**src/rtl/mem_bus_arbiter.sv**
```systemverilog
// mem_bus_arbiter: N-port arbiter sharing one single-port SRAM.
// Grants one requester per cycle; decodes an address window; routes responses.
//
// Ports:
//   clk_i, rst_ni             clock, async active-low reset
//   req_i/we_i/be_i/addr_i/wdata_i  per-port request bundle (port p at slice [p])
//   gnt_o                     per-port grant (one-hot or zero, same cycle)
//   rvalid_o/err_o/rdata_o    per-port response, rdata shared
//   mem_*_o                   SRAM request side
//   mem_rvalid_i/mem_rdata_i  SRAM response side
//
// Build option: define ARB_ROUND_ROBIN_EN for round-robin arbitration;
// otherwise fixed priority, lowest port index wins.

module mem_bus_arbiter #(
    parameter int                   NumPorts   = 2,
    parameter int                   AddrWidth  = 32,
    parameter int                   DataWidth  = 32,
    parameter logic [AddrWidth-1:0] MemStart   = '0,
    parameter int                   MemSize    = 8192,
    parameter int                   MemLatency = 1
) (
    input  logic                            clk_i,
    input  logic                            rst_ni,
    input  logic [NumPorts-1:0]             req_i,
    input  logic [NumPorts-1:0]             we_i,
    input  logic [NumPorts*DataWidth/8-1:0] be_i,
    input  logic [NumPorts*AddrWidth-1:0]   addr_i,
    input  logic [NumPorts*DataWidth-1:0]   wdata_i,
    output logic [NumPorts-1:0]             gnt_o,
    output logic [NumPorts-1:0]             rvalid_o,
    output logic [NumPorts-1:0]             err_o,
    output logic [DataWidth-1:0]            rdata_o,
    output logic                            mem_req_o,
    output logic                            mem_we_o,
    output logic [DataWidth/8-1:0]          mem_be_o,
    output logic [AddrWidth-1:0]            mem_addr_o,
    output logic [DataWidth-1:0]            mem_wdata_o,
    input  logic                            mem_rvalid_i,
    input  logic [DataWidth-1:0]            mem_rdata_i
);

    localparam int BeWidth = DataWidth / 8;
    localparam int IdWidth = (NumPorts > 1) ? $clog2(NumPorts) : 1;
    localparam logic [AddrWidth-1:0] OffMask = AddrWidth'(MemSize - 1);

    logic                 any_req;
    logic [IdWidth-1:0]   win;
    logic [AddrWidth-1:0] win_addr;
    logic                 win_in_range;

    // ------------------------------------------------------------------
    // Arbitration
    // ------------------------------------------------------------------
`ifdef ARB_ROUND_ROBIN_EN
    logic [IdWidth-1:0] ptr_q;

    // Search starts at ptr_q and wraps; first requester found wins.
    always_comb begin
        int idx;
        idx     = 0;
        any_req = 1'b0;
        win     = '0;
        for (int k = 0; k < NumPorts; k++) begin
            idx = (int'(ptr_q) + k) % NumPorts;
            if (!any_req && req_i[idx]) begin
                any_req = 1'b1;
                win     = IdWidth'(idx);
            end
        end
        // Nothing is granted while reset is held.
        any_req = any_req & rst_ni;
    end

    always_ff @(posedge clk_i or negedge rst_ni) begin
        if (!rst_ni) begin
            ptr_q <= '0;
        end else if (any_req) begin
            ptr_q <= (win == IdWidth'(NumPorts - 1)) ? '0 : win + 1'b1;
        end
    end
`else
    // Descending scan: the last hit is the lowest requesting index.
    always_comb begin
        any_req = 1'b0;
        win     = '0;
        for (int k = NumPorts - 1; k >= 0; k--) begin
            if (req_i[k]) begin
                any_req = 1'b1;
                win     = IdWidth'(k);
            end
        end
        any_req = any_req & rst_ni;
    end
`endif

    always_comb begin
        gnt_o = '0;
        if (any_req) begin
            gnt_o[win] = 1'b1;
        end
    end

    // ------------------------------------------------------------------
    // Window decode and SRAM request
    // ------------------------------------------------------------------
    assign win_addr     = addr_i[int'(win)*AddrWidth +: AddrWidth];
    assign win_in_range = (win_addr & ~OffMask) == MemStart;

    assign mem_req_o   = any_req & win_in_range;
    assign mem_we_o    = mem_req_o & we_i[win];
    assign mem_be_o    = mem_req_o ?
                         be_i[int'(win)*BeWidth +: BeWidth] : '0;
    assign mem_addr_o  = mem_req_o ? (win_addr & OffMask) : '0;
    assign mem_wdata_o = mem_req_o ?
                         wdata_i[int'(win)*DataWidth +: DataWidth] : '0;

    // ------------------------------------------------------------------
    // In-flight ID pipeline, one stage per cycle of memory latency.
    // The write flag forces rdata to 0 for write acknowledgements.
    // ------------------------------------------------------------------
    logic               pl_vld_q [MemLatency];
    logic [IdWidth-1:0] pl_id_q  [MemLatency];
    logic               pl_err_q [MemLatency];
    logic               pl_wr_q  [MemLatency];

    always_ff @(posedge clk_i or negedge rst_ni) begin
        if (!rst_ni) begin
            for (int i = 0; i < MemLatency; i++) begin
                pl_vld_q[i] <= 1'b0;
                pl_id_q[i]  <= '0;
                pl_err_q[i] <= 1'b0;
                pl_wr_q[i]  <= 1'b0;
            end
        end else begin
            pl_vld_q[0] <= any_req;
            pl_id_q[0]  <= any_req ? win : '0;
            pl_err_q[0] <= any_req & ~win_in_range;
            pl_wr_q[0]  <= any_req & we_i[win];
            for (int i = 1; i < MemLatency; i++) begin
                pl_vld_q[i] <= pl_vld_q[i-1];
                pl_id_q[i]  <= pl_id_q[i-1];
                pl_err_q[i] <= pl_err_q[i-1];
                pl_wr_q[i]  <= pl_wr_q[i-1];
            end
        end
    end

    logic               tail_vld;
    logic [IdWidth-1:0] tail_id;
    logic               tail_err;
    logic               tail_wr;

    assign tail_vld = pl_vld_q[MemLatency-1];
    assign tail_id  = pl_id_q[MemLatency-1];
    assign tail_err = pl_err_q[MemLatency-1];
    assign tail_wr  = pl_wr_q[MemLatency-1];

    // ------------------------------------------------------------------
    // Response routing
    // ------------------------------------------------------------------
    always_comb begin
        rvalid_o = '0;
        err_o    = '0;
        rdata_o  = '0;
        if (tail_vld) begin
            rvalid_o[tail_id] = 1'b1;
            err_o[tail_id]    = tail_err;
            if (!tail_err && !tail_wr) begin
                rdata_o = mem_rdata_i;
            end
        end
    end

`ifndef SYNTHESIS
    // The SRAM must answer exactly when an in-window access reaches the tail.
    always @(posedge clk_i) begin
        if (rst_ni) begin
            assert (!(mem_rvalid_i && !(tail_vld && !tail_err)))
                else $error("mem_rvalid_i with no pending in-window access");
            assert (!(tail_vld && !tail_err && !mem_rvalid_i))
                else $error("mem_rvalid_i missing for pending access");
        end
    end
`endif

endmodule
```
**config.mk**
```make
export PLATFORM = sky130hd
export DESIGN_NAME = mem_bus_arbiter
export DESIGN_NICKNAME = d
export VERILOG_FILES = /design/src/rtl/mem_bus_arbiter.sv
export SDC_FILE = /design/constraint.sdc
export NUM_CORES = 1
export LEC_CHECK = 0
export BUFFER_PORTS_ARGS = -buffer_cell sky130_fd_sc_hd__buf_2
export CAP_MARGIN = 10
export CORE_AREA = 4 4 106 108
export DETAILED_ROUTE_END_ITERATION = 6
export DIE_AREA = 0 0 110 112
export GPL_TIMING_DRIVEN = 1
export MAX_ROUTING_LAYER = met4
export PLACE_DENSITY = 0.62
export REMOVE_ABC_BUFFERS = 1
export SKIP_LAST_GASP = 1
export SLEW_MARGIN = 15
export SYNTH_ARGS = -nofsm -noshare
export SYNTH_HDL_FRONTEND = slang
export SYNTH_SLANG_ARGS = --single-unit
```
**constraint.sdc**
```tcl
create_clock -name clk_i -period 3.35 [get_ports clk_i]
set_clock_uncertainty 0.15 [all_clocks]
set_input_delay 0.67 -clock clk_i [delete_from_list [all_inputs] [get_ports clk_i]]
set_output_delay 0.67 -clock clk_i [all_outputs]
set_load 0.005 [all_outputs]
```
==> results of run 1 <==
state kept, by name, indices dropped and copies added, names as in the netlist:
register	cells
pl_err_q	1
pl_vld_q	1
pl_id_q	1
pl_wr_q	1
cell families (layout without fill, tap and decap cells):
family                 count (synthesis)  after routing  share of synthesized area [%]
AO/OA/AOI/OAI                          2              2                          0.787
buffers and inverters                 40            271                           15.9
flip-flops                             4              4                           5.73
multiplexers                          50             50                           28.6
other                                  1             19                          0.215
AND/OR/NAND/NOR                      109            109                           48.7
cell usage in the layout, fill, tap and decap left out, drive strengths merged:
| master | n |
|---|---|
| nor2b | 1 |
| a22o | 1 |
| clkbuf | 3 |
| nor3b | 1 |
| and3 | 1 |
| nor3 | 52 |
| o21ai | 1 |
| buf | 267 |
| and2b | 1 |
| conb | 19 |
| nand4 | 2 |
| dfrtp | 4 |
| nand3 | 2 |
| nand2 | 1 |
| nor2 | 3 |
| inv | 1 |
| nor4 | 8 |
| and2 | 36 |
| nand2b | 1 |
| mux2i | 50 |
stage by stage:
| step | utilization, % | cells | hold WS [ns] | total power [W] |
|---|---|---|---|---|
| after detailed placement | 30.4 | 588 | 0.361 | 0.000303 |
| after global routing | 30.8 | 591 | 0.141 | 0.000434 |
| after CTS | 30.8 | 591 | 0.134 | 0.000406 |
| after floorplan | - | 185 | 0.224 | 0.000162 |
| after global placement | 30.4 | 588 | 0.357 | 0.000296 |
| final | 30.8 | 591 | 0.134 | 0.000400 |
cell type report:
cell class / count / area [um^2]
multi-input combinational: 180 / 1460
sequential: 4 / 100
fill: 1089 / 7080
clock buffer: 3 / 41.3
timing repair buffer: 267 / 1370
tap: 136 / 170
inverter: 1 / 3.75
worst paths after layout:
kind / cells after the start / startpoint / end / slack [ns]
max: 7 / req_i[0] / mem_wdata_o[29] / 0.33
min: 1 / rst_ni / pl_vld_q / 0.13
max in group asynchronous: 1 / rst_ni / pl_id_q / 2.76
min in group clk_i: 3 / we_i[0] / pl_wr_q / 0.62
per-layer routing:
layer  GRT usage (%)  up-vias  routed length, um
li1                -     1187                  -
met1            12.0     1059               2730
met2            20.8      182               4030
met3            1.22        4                859
met4            2.00        0                 39
met5               -        -                  0
power by group through the flow:
| stage | clock network [W] | registers [W] | logic (W) |
|---|---|---|---|
| 6_report | 0.0000997 | 0.0000536 | 0.000247 |
| 5_1_grt | 0.000106 | 0.0000541 | 0.000274 |
| 4_1_cts | 0.000103 | 0.0000536 | 0.000250 |
| 3_5_place_dp | 0 | 0.0000541 | 0.000249 |
| 3_3_place_gp | 0 | 0.0000539 | 0.000242 |
| 2_1_floorplan | 0 | 0.0000533 | 0.000108 |
==> summary.txt, run 1 <==
Critical path
  • Crit-path max cell delay: 0.30 ns
  • CP max-delay cell: buf_4
  • WP data required: 2.53 ns
  • Nature of the critical path startpoint: input pin
  • Data arrival, critical path: 2.20 ns
  • Critical path type: input pin to output pin
  • Kind of cell adding the most delay to the critical path: simple AND/OR/NAND/NOR gates
  • Critical path, cell by cell: buf_2 -> nand2b_2 -> nand4_1 -> a22o_2 -> buf_4 -> nor3_2 -> buf_2
  • Critical Path Fanout Max: 39
  • Most common cell on crit path: buf_2
  • CP Buf/Inv Count: 3
  • Worst setup EP type: output pin

Synth
  • Mapped Area: 1750 um^2
  • Share of flip-flops with an asynchronous set or reset: 100%
  • Area leader, netlist: mux2i_1
  • Main synth FF type: dfrtp_1
  • Post-synthesis cell count: 206
  • Synth warn: 0
  • Seq/Total Area, Yosys: 5.73%
  • Most frequent cell after synthesis: mux2i_1
  • Unique masters post-synth: 23
  • Synth top cells by count: mux2i_1, nor3_2, and2_1
  • Synth top area share: 28.6%
  • Number of enable flip-flop cells after synthesis: 0
  • Seq cells post-synth: 4
  • Synthesized area per cell: 8.49 um^2
  • Dominant cells by area after synthesis: mux2i_1, nor3_2, and2_1

Pwr
  • Flop pwr share: 13.4%
  • Maximum vdd drop: 0.0902 mV
  • Sw frac: 35.0%
  • Comb pwr share: 61.7%
  • Int Power: 0.000260 W
  • Net switching power: 0.000140 W
  • LEAKAGE: 1.91 nW
  • PwrDens: 127 nW/um^2
  • Clock power frac: 24.9%

Detailed routing
  • Initial DRC count: 59
  • DRT Wirelength: 7.66 mm
  • Number of vias per cell: 4.12
  • WL/cell: 13.0 um
  • Detail Route Antenna Nets: 0
  • Vias: 2,432
  • DRC: 0
  • Drt pass-1 iters: 5

Worst hold path
  • HP Class: input pin to async pin

Run status
  • Status: finished clean

CTS
  • Clock sinks: 4
  • Post-CTS sizing: 0
  • CTS Root Cell: clkbuf_8
  • Setup Buffers After CTS: 0
  • Bufs on Longest Clock Path: 2
  • Htree depth: 1
  • TritonCTS buffer count: 3
  • Worst-path clk slew: 0.03 ns
  • CTS Hold Bufs: 0
  • TritonCTS clock tree: done

Timing
  • Worst relative slew slack: 58.7%
  • Final Setup Violations: 0
  • Setup TNS: 0 ns
  • RSZ-0062 raised after global routing: no
  • Final Cycle Share: 90.3%
  • Minimum clock period: 3.02 ns
  • Peak Freq: 331 MHz
  • Max-slew violation count: 0
  • Post-layout worst setup margin: 0.325 ns
  • Worst slew pin tran: 0.619 ns
  • Hold Violations, Final: 0

Floorplanning
  • # rows: 37
  • Die height: 112 um
  • Initial core utilization: 17.1%
  • Die area: 12,300 um^2
  • CORE AREA: 10,200 um^2
  • Ports: 283
  • Die X: 110 um

Layout
  • Final instance area: 3150 um^2
  • Antenna fix cells: 0
  • Synth-to-layout area growth: 80.0%
  • # nets final: 632
  • Share of cells above drive strength 1: 71.0%

Placement
  • PortBufs: 262
  • Gpl congestion: 0.918
  • Setup WS pre-CTS: 0.309 ns
  • Area after DPL: 3110 um^2
  • DP HPWL: 6.68 mm

Global routing
  • Initial antenna violation count: 0
  • GR Overflow Total: 0
  • Largest net degree at the start of global routing: 53
  • Number of global-route vias before repair: 2,362
  • First-pass GRT wire length: 10.7 mm
  • GRT Overall Usage: 10.9%

Flow run
  • MaxCap Viol Count: 0
Note: power is estimated with default switching activity, not from simulation.
==> run 2: changes to the inputs <==
--- a/config.mk
+++ b/config.mk
@@ -7,12 +7,15 @@
 export LEC_CHECK = 0
 export BUFFER_PORTS_ARGS = -buffer_cell sky130_fd_sc_hd__buf_2
 export CAP_MARGIN = 10
-export CORE_AREA = 4 4 106 108
+export CELL_PAD_IN_SITES_DETAIL_PLACEMENT = 1
+export CELL_PAD_IN_SITES_GLOBAL_PLACEMENT = 2
+export CORE_MARGIN = 4
+export CORE_UTILIZATION = 13
 export DETAILED_ROUTE_END_ITERATION = 6
-export DIE_AREA = 0 0 110 112
+export GPL_ROUTABILITY_DRIVEN = 0
 export GPL_TIMING_DRIVEN = 1
 export MAX_ROUTING_LAYER = met4
-export PLACE_DENSITY = 0.62
+export PLACE_DENSITY = 0.95
 export REMOVE_ABC_BUFFERS = 1
 export SKIP_LAST_GASP = 1
 export SLEW_MARGIN = 15
==> run 2 against run 1 <==
Net effect: setup slack lost 0.037 ns; largest power group unchanged; die area grew 25%; utilization shrank 6.4 points; non-clock buffer count is the same; final cell count grew 6.8%; power grew 21%; first-iteration DRC count shrank 27%; routed wire length grew 8.7%.
==> summary.txt, run 2 (synthesis results as in run 1) <==
Run status
  • Status: finished clean

Detailed routing
  • Vias: 2,455
  • DRT Wirelength: 8.33 mm
  • DRC: 0
  • WL/cell: 13.2 um
  • Number of vias per cell: 3.89
  • Detail Route Antenna Nets: 0
  • Initial DRC count: 43
  • Drt pass-1 iters: 4

Timing
  • RSZ-0062 raised after global routing: no
  • Max-slew violation count: 0
  • Hold Violations, Final: 0
  • Final Cycle Share: 91.4%
  • Post-layout worst setup margin: 0.289 ns
  • Minimum clock period: 3.06 ns
  • Peak Freq: 327 MHz
  • Final hold slack: 0.131 ns
  • Final Setup Violations: 0
  • Worst relative slew slack: 42.6%
  • Setup TNS: 0 ns
  • Worst slew pin tran: 0.861 ns

Placement
  • Area after DPL: 3140 um^2
  • DP HPWL: 7.27 mm
  • PortBufs: 262
  • Setup WS pre-CTS: 0.277 ns

Critical path
  • WP data required: 2.53 ns
  • Worst setup EP type: output pin
  • Critical Path Fanout Max: 52
  • Nature of the critical path startpoint: input pin
  • Data arrival, critical path: 2.24 ns
  • Critical path type: input pin to output pin

CTS
  • CTS Hold Bufs: 0
  • TritonCTS buffer count: 3
  • Post-CTS sizing: 0
  • Worst-path clk slew: 0.03 ns
  • Bufs on Longest Clock Path: 2
  • Clock sinks: 4
  • Htree depth: 1
  • Setup Buffers After CTS: 0
  • TritonCTS clock tree: done
  • CTS Root Cell: clkbuf_16

Layout
  • Fill cell count: 1,690
  • # nets final: 632
  • Share of cells above drive strength 1: 71.0%
  • Antenna fix cells: 0
  • Commonest non-fill, non-tap cell in the layout: buf_2
  • Final instance area: 3220 um^2
  • Synth-to-layout area growth: 84.1%
  • Commonest cells after routing, fill and taps aside: buf_2, mux2i_1, nor3_2, and2_1, conb_1

Floorplanning
  • Die height: 124 um
  • Initial core utilization: 13.3%
  • # rows: 42
  • Ports: 283
  • Die area: 15,400 um^2
  • Die X: 124 um
  • CORE AREA: 13,200 um^2

Global routing
  • First-pass GRT wire length: 11.4 mm
  • Largest net degree at the start of global routing: 53
  • Number of global-route vias before repair: 2,393
  • Initial antenna violation count: 0
  • GR Overflow Total: 0
  • GRT Overall Usage: 9.41%

Pwr
  • Power Total: 0.000485 W
  • LEAKAGE: 1.92 nW
  • Maximum vdd drop: 0.124 mV
  • PwrDens: 151 nW/um^2

Worst hold path
  • HP Class: input pin to async pin

Flow run
  • MaxCap Viol Count: 0
[run 2: cell count changes in the layout (fill, tap and decap cells not counted), moves of 2 or more]
cell	previous run	this run
buf_12	2	0
buf_4	3	5
clkbuf_16	0	3
clkbuf_8	3	0
[run 2: area by class of cell]
type	count	area, um^2	share of cell area (%)
Inverter	1	3.75	0.117
Clock buffer	3	75.1	2.33
Multi-Input combinational cell	180	1470	45.7
Timing Repair Buffer	267	1350	41.9
Sequential cell	4	100	3.11
Tap cell	176	220	6.84
[run 2: metrics by stage]
| step | utilization, % | cells |
|---|---|---|
| 2_1_floorplan | - | 185 |
| 3_3_place_gp | 23.8 | 628 |
| 3_5_place_dp | 23.8 | 628 |
| 4_1_cts | 24.4 | 631 |
| 5_1_grt | 24.4 | 631 |
| 6_report | 24.4 | 631 |
[run 2: worst max path at each step]
stage | from | end
global route | addr_i[22] | mem_be_o[0]
global placement | addr_i[22] | mem_addr_o[6]
floorplan | req_i[0] | mem_wdata_o[31]
CTS | addr_i[22] | mem_be_o[0]
finish | addr_i[22] | mem_wdata_o[31]
detailed placement | addr_i[22] | mem_be_o[0]
[run 2: critical path, cell delays in order]
cell and delay [ns]:
buf_2 0.10, nor4_1 0.31, nand4_1 0.17, a22o_4 0.53, nor3_1 0.26, buf_2 0.14
[run 2: where the power goes]
part / switching, W / leakage [nW] / internal, W / total (W)
combinational: 0.000115 / 1.83 / 0.000131 / 0.000245
clock: 0.0000337 / 0.0370 / 0.000153 / 0.000186
sequential: 0.00000220 / 0.0512 / 0.0000514 / 0.0000536
[run 2: layer usage]
layer  part of all wire, %  global-route usage (%)
met3                    13                    1.63
met1                    36                    10.6
met4                  0.20                    1.23
met2                    51                    17.8
met5                     0                       -
